$ cat config.mk
export PLATFORM = sky130hd
export DESIGN_NAME = fir_mac_scheduler
export DESIGN_NICKNAME = d
export VERILOG_FILES = /design/src/rtl/fir_pkg.sv /design/src/rtl/fir_tap_mac.sv /design/src/rtl/fir_mac_scheduler.sv
export SDC_FILE = /design/constraint.sdc
export NUM_CORES = 1
export LEC_CHECK = 0
export BUFFER_PORTS_ARGS = -buffer_cell sky130_fd_sc_hd__buf_2
export CAP_MARGIN = 20
export CORE_UTILIZATION = 35
export DETAILED_ROUTE_END_ITERATION = 8
export MAX_ROUTING_LAYER = met4
export REMOVE_ABC_BUFFERS = 1
export SLEW_MARGIN = 15
export SYNTH_ARGS = -nofsm -noshare
export SYNTH_HDL_FRONTEND = slang
export SYNTH_SLANG_ARGS = --single-unit
$ cat constraint.sdc
create_clock -name clk -period 7.1 [get_ports clk]
set_clock_uncertainty 0.1 [all_clocks]
set_input_delay 0.71 -clock clk [delete_from_list [all_inputs] [get_ports clk]]
set_output_delay 0.71 -clock clk [all_outputs]
set_load 0.02 [all_outputs]
$ cat src/rtl/fir_pkg.sv
// Shared definitions for the time-multiplexed 5-tap FIR: tap count,
// tap-index width and the scheduler state encoding.
package fir_pkg;

  localparam int NTAPS = 5;
  localparam int TAP_W = 3;
  localparam logic [TAP_W-1:0] LAST_TAP = 3'd4;

  typedef enum logic [1:0] {
    ST_IDLE = 2'd0,
    ST_MAC  = 2'd1,
    ST_OUT  = 2'd2
  } state_e;

endpackage

$ cat src/rtl/fir_tap_mac.sv
// Single signed multiply-accumulate unit shared by all taps; the product is
// sign-extended to the accumulator width so the five-term sum cannot wrap.
module fir_tap_mac #(
  parameter int DW = 8,
  parameter int CW = 8,
  parameter int OW = DW + CW + 3
) (
  input  logic                 clk,
  input  logic                 rst,
  input  logic signed [DW-1:0] sample,
  input  logic signed [CW-1:0] coef,
  input  logic                 clear,
  input  logic                 en,
  output logic signed [OW-1:0] acc
);

  logic signed [DW+CW-1:0] prod_s;
  logic signed [OW-1:0]    prod_ext_s;
  logic signed [OW-1:0]    acc_r;

  assign prod_s     = (DW+CW)'(sample) * (DW+CW)'(coef);
  assign prod_ext_s = {{(OW-DW-CW){prod_s[DW+CW-1]}}, prod_s};
  assign acc        = acc_r;

  // Accumulator: clear wins over enable so a new sample always starts from zero
  always_ff @(posedge clk) begin
    if (rst) begin
      acc_r <= {OW{1'b0}};
    end else if (clear) begin
      acc_r <= {OW{1'b0}};
    end else if (en) begin
      acc_r <= acc_r + prod_ext_s;
    end
  end

endmodule

$ cat src/rtl/fir_mac_scheduler.sv
// 5-tap direct-form FIR computed one tap per cycle on a shared MAC, with a
// valid/ready sample input, valid/ready result output and a coefficient port.
module fir_mac_scheduler
  import fir_pkg::*;
#(
  parameter int DW = 8,
  parameter int CW = 8,
  parameter int OW = DW + CW + 3
) (
  input  logic                 clk,
  input  logic                 rst,
  input  logic                 in_valid,
  output logic                 in_ready,
  input  logic signed [DW-1:0] in_x,
  input  logic                 coef_we,
  input  logic [2:0]           coef_addr,
  input  logic signed [CW-1:0] coef_data,
  output logic                 coef_rej,
  output logic                 out_valid,
  input  logic                 out_ready,
  output logic signed [OW-1:0] out_y,
  output logic                 busy
);

  state_e               state_r, state_nxt_s;
  logic signed [DW-1:0] x_r [NTAPS];
  logic signed [CW-1:0] h_r [NTAPS];
  logic [TAP_W-1:0]     tap_r;
  logic signed [OW-1:0] acc_s;
  logic signed [OW-1:0] y_hold_r;
  logic                 coef_rej_r;
  logic                 in_hs_s;
  logic                 out_hs_s;
  logic                 mac_en_s;
  logic                 coef_ok_s;

  assign in_hs_s   = in_valid && (state_r == ST_IDLE);
  assign out_hs_s  = out_ready && (state_r == ST_OUT);
  assign mac_en_s  = (state_r == ST_MAC);
  assign coef_ok_s = (state_r == ST_IDLE) && (coef_addr <= LAST_TAP);

  assign in_ready  = (state_r == ST_IDLE);
  assign out_valid = (state_r == ST_OUT);
  assign busy      = (state_r != ST_IDLE);
  assign coef_rej  = coef_rej_r;
  // While presenting, the accumulator is frozen; afterwards the held copy is shown
  assign out_y     = (state_r == ST_OUT) ? acc_s : y_hold_r;

  // State register
  always_ff @(posedge clk) begin
    if (rst) begin
      state_r <= ST_IDLE;
    end else begin
      state_r <= state_nxt_s;
    end
  end

  // Next-state logic
  always_comb begin
    state_nxt_s = state_r;
    case (state_r)
      ST_IDLE: begin
        if (in_valid) state_nxt_s = ST_MAC;
        else          state_nxt_s = ST_IDLE;
      end
      ST_MAC: begin
        if (tap_r == LAST_TAP) state_nxt_s = ST_OUT;
        else                   state_nxt_s = ST_MAC;
      end
      ST_OUT: begin
        if (out_ready) state_nxt_s = ST_IDLE;
        else           state_nxt_s = ST_OUT;
      end
      default: state_nxt_s = ST_IDLE;
    endcase
  end

  // Sample history shift on each accepted input
  always_ff @(posedge clk) begin
    if (rst) begin
      for (int k = 0; k < NTAPS; k++) x_r[k] <= {DW{1'b0}};
    end else if (in_hs_s) begin
      x_r[0] <= in_x;
      for (int k = 1; k < NTAPS; k++) x_r[k] <= x_r[k-1];
    end
  end

  // Coefficient bank: writes land only while idle and in range
  always_ff @(posedge clk) begin
    if (rst) begin
      for (int k = 0; k < NTAPS; k++) h_r[k] <= {CW{1'b0}};
    end else if (coef_we && coef_ok_s) begin
      h_r[coef_addr] <= coef_data;
    end
  end

  // Rejection pulse, one cycle after a dropped write
  always_ff @(posedge clk) begin
    if (rst) begin
      coef_rej_r <= 1'b0;
    end else begin
      coef_rej_r <= coef_we && !coef_ok_s;
    end
  end

  // Tap index walks 0..4 through the MAC phase
  always_ff @(posedge clk) begin
    if (rst) begin
      tap_r <= {TAP_W{1'b0}};
    end else if (in_hs_s) begin
      tap_r <= {TAP_W{1'b0}};
    end else if (mac_en_s) begin
      tap_r <= tap_r + 3'd1;
    end
  end

  // Result copy kept after the output handshake until the next result
  always_ff @(posedge clk) begin
    if (rst) begin
      y_hold_r <= {OW{1'b0}};
    end else if (out_hs_s) begin
      y_hold_r <= acc_s;
    end
  end

  fir_tap_mac #(
    .DW(DW),
    .CW(CW),
    .OW(OW)
  ) u_mac (
    .clk   (clk),
    .rst   (rst),
    .sample(x_r[tap_r]),
    .coef  (h_r[tap_r]),
    .clear (in_hs_s),
    .en    (mac_en_s),
    .acc   (acc_s)
  );

endmodule
==> summary.md <==
| Metric | Value |
|---|---|
| Ys flop type | `edfxtp_1` |
| Hold WS | `0.353 ns` |
| Worst vdd ir | `0.000171 V` |
| Synth Cell Area | `about 0.01 mm^2` |
| Grt ovf | `0` |
| Net Sw Frac | `0.366` |
| Routed Antenna Nets | `0` |
| Clk buf depth | `2` |
| CP Class | `flop to flop` |
| Worst-path maximum fanout | `16` |
| Post-Layout Cell Count | `1318` |
| Actual slew at the worst max-slew pin | `approximately 0.87 ns` |
| Hold depth | `2` |
| I/O pins | `47` |
| Pleak | `4.76 nW` |
| Total Routing Usage GR | `0.161` |
| Post-synthesis compound-gate area fraction | `0.0475` |
| Syn_area_per_cell | `11.6 um^2` |
| Critical Path AT | `~6.5 ns` |
| CP bufs+invs | `3` |
| Psw | `between 1 and 1.5 mW` |
| Port Buf Inserts | `between 40 and 50` |
| DP Area | `about 0.011 mm^2` |
| Total of max-cap violations | `0` |
| Final Instance Area | `0.0113 mm^2` |
| Full die area | `~0.029 mm^2` |
| Largest family of logic cells by synthesized area | `adder cells` |
| XOR/XNOR Fraction of Synth Area | `0.00965` |
| Fin crit period | `6.22 ns` |
| Core area | `about 0.028 mm^2` |
| Final period util | `0.877` |
| DR vias/cell | `4.74` |
| Seq/Total Area, Yosys | `0.407` |
| Fmax achieved | `between 150 and 200 MHz` |
| CP endpoint kind | `flop` |
| DRT Pass-1 Iters | `5` |
| Worst Path Required | `7.32 ns` |
| Dominant cell type by area after synthesis | `edfxtp_1` |
| Routed WL | `20900 um` |
| Outcome | `completed` |
| First-pass GRT wire length | `around 35000 um` |
| Final #Nets | `1081` |
| Hold-fix buffers at CTS | `0` |
| Post-CTS setup buffers | `0` |
| Final Total Pwr | `approximately 3.2 mW` |
| Pint | `2.02 mW` |
| Most used cell, CP | `fa_1` |
| Mux share of post-synthesis cell area | `0.112` |
| Slew headroom | `0.420` |
| WP depth | `18` |
| RSZ-0062 raised after global routing | `false` |
| Simple-Gate Fraction of Synth Area | `0.142` |
| Area growth syn-to-layout | `13.3%` |
| Yosys cell types | `57` |
| DP Wirelength | `about 16000 um` |
| Placed cells | `1284` |
| Largest net degree at the start of global routing | `65` |
| Worst-path clk slew | `0.07 ns` |
| Number of DRC markers in iteration 0 | `between 400 and 500` |
| Final slew viol count | `0` |
| Yosys warning count | `0` |
| HP Start | `y_hold_r[0]` |
| Layout cells sized above 1 | `0.182` |
| Vias in the first global route | `6554` |
| # resized after CTS | `0` |
| Synth Register Bits | `151` |
| Reg2Reg Depth | `18` |
| Synth Area in Adders | `0.226` |
| Hold Crit Class | `flop to flop` |
| Family with the most delay on the worst path | `adder cells` |
| Top-count cell post-synth | `edfxtp_1` |
| Final setup viols | `0` |
| Worst-Skew Late Latency | `~0.44 ns` |
| Antenna cell count | `0` |
| Setup TNS | `0 ns` |
| Row count | `between 60 and 70` |
| Initial antenna violation count | `0` |
| Share of the synthesized area in the top cell type | `0.313` |
| # H-tree levels | `4` |
| Combinational power share | `0.382` |
| Clock root buffer | `clkbuf_16` |
| CTS Buf Count | `17` |
| Final hold vios | `0` |
| Gate count of the mapped netlist | `861` |
| Asr flop ratio synth | `0` |
| Largest cells by area after synthesis | `edfxtp_1, fa_1, dfxtp_1, ha_1, mux4_2` |
| DRC Markers | `0` |
| Post-synth top cells | `edfxtp_1, inv_1, nand2_1` |
| Pwr per Cell Area | `282 mW/mm^2` |
| Critical Path Slowest Stage Cell | `fa_1` |
| Die width | `171 um` |
| Slowest stage delay, CP | `0.55 ns` |
| Clk sinks | `151` |
| Reg power frac | `0.333` |
| Reg2Reg Setup Slack | `0.88 ns` |
| CP startpoint kind | `flop` |
| Clock network fraction of total power | `0.285` |
| CP cell instances | `buf_12 -> mux4_2 -> mux2i_2 -> nor2_1 -> fa_1 -> inv_1 -> fa_1 -> inv_1 -> fa_1 -> fa_1 -> fa_1 -> ha_1 -> o21ai_0 -> o21bai_1 -> a21o_1 -> o41ai_2 -> or4_1 -> nand3_1` |
| RR Endpoint | `u_mac.acc[17]` |
| Routability cong. | `0.839` |
| Wire length per cell | `15.8 um` |
| DR vias | `6248` |
| Initial Util | `0.357` |
| TritonCTS clock tree | `built` |
| Number of synthesized flops with an enable pin | `104` |
| Chip Height | `171 um` |
| Hold Path Sink | `y_hold_r[0]` |
==> registers in the layout (all words and copies together) (netlist names), named ones only <==
| signal | count |
|---|---|
| h_r | 64 |
| x_r | 40 |
| u_mac.acc | 19 |
| y_hold_r | 19 |
| tap_r | 3 |
| state_r | 2 |
| coef_rej | 1 |
==> metal layers <==
layer / track usage / wire length [um] / vias to the layer above
li1: - / - / 2993
met1: 0.196 / 9090 / 3131
met2: 0.273 / 10800 / 102
met3: 0.0257 / 661 / 22
met4: 0.0481 / 285 / 0
met5: - / 0 / -
==> worst min-delay path, delay by kind of cell, from the launching register on <==
| kind | cells | cell delay, ns |
|---|---|---|
| simple gates | 1 | 0.05 |
| flops | 1 | 0.31 |
| compound gates | 1 | 0.05 |
==> per-stage QoR <==
stage               worst slack (ns)   util
floorplan                      0.696      -
global placement               0.960  0.383
detailed placement             0.817  0.383
CTS                            0.823  0.404
global route                   0.500  0.405
finish                         0.876  0.405
==> cells in the final DEF (no fill, tap or decap), drive strengths merged, types with 17 or more instances in the layout <==
cell and instances:
a21oi 46, clkbuf 18, mux2 25, dfxtp 47
inv 109, fa 84, nor2 70, edfxtp 104
mux4 24, mux2i 17, ha 46, and2 73
buf 57, conb 24, nand2 86
==> cell type report <==
type                    count  area (um^2)
well taps                 378          473
flip-flops and latches    151         4070
repair buffers             57          333
clock buffers              18          429
multi-input cells         598         5460
clock inverters            14          160
fillers                  2708        16600
inverters                 102          384
==> worst max path at each step <==
stage          from       endpoint  slack, ns
6_report       flop  u_mac.acc[17]       0.88
5_1_grt        flop  u_mac.acc[17]       0.50
4_1_cts        flop  u_mac.acc[17]       0.82
3_5_place_dp   flop  u_mac.acc[17]       0.82
3_3_place_gp   flop  u_mac.acc[17]       0.96
2_1_floorplan  flop  u_mac.acc[16]       0.70
==> cells by family after synthesis <==
group,Yosys count
DFF,151
other,1
and+or+nand+nor,289
xor gates and xnor gates,11
AOI/OAI and AO/OA,78
adders and majority gates,130
muxes,66
buffers and inverters,135
==> power groups by stage <==
stage	clock (mW)	sequential [mW]	combinational [mW]
2_1_floorplan	0	1.06	0.945
3_3_place_gp	0	1.08	1.22
3_5_place_dp	0	1.08	1.23
4_1_cts	0.923	1.06	1.24
5_1_grt	0.959	1.07	1.41
6_report	0.909	1.06	1.22
No activity file was read; power rests on OpenSTA's default activity.
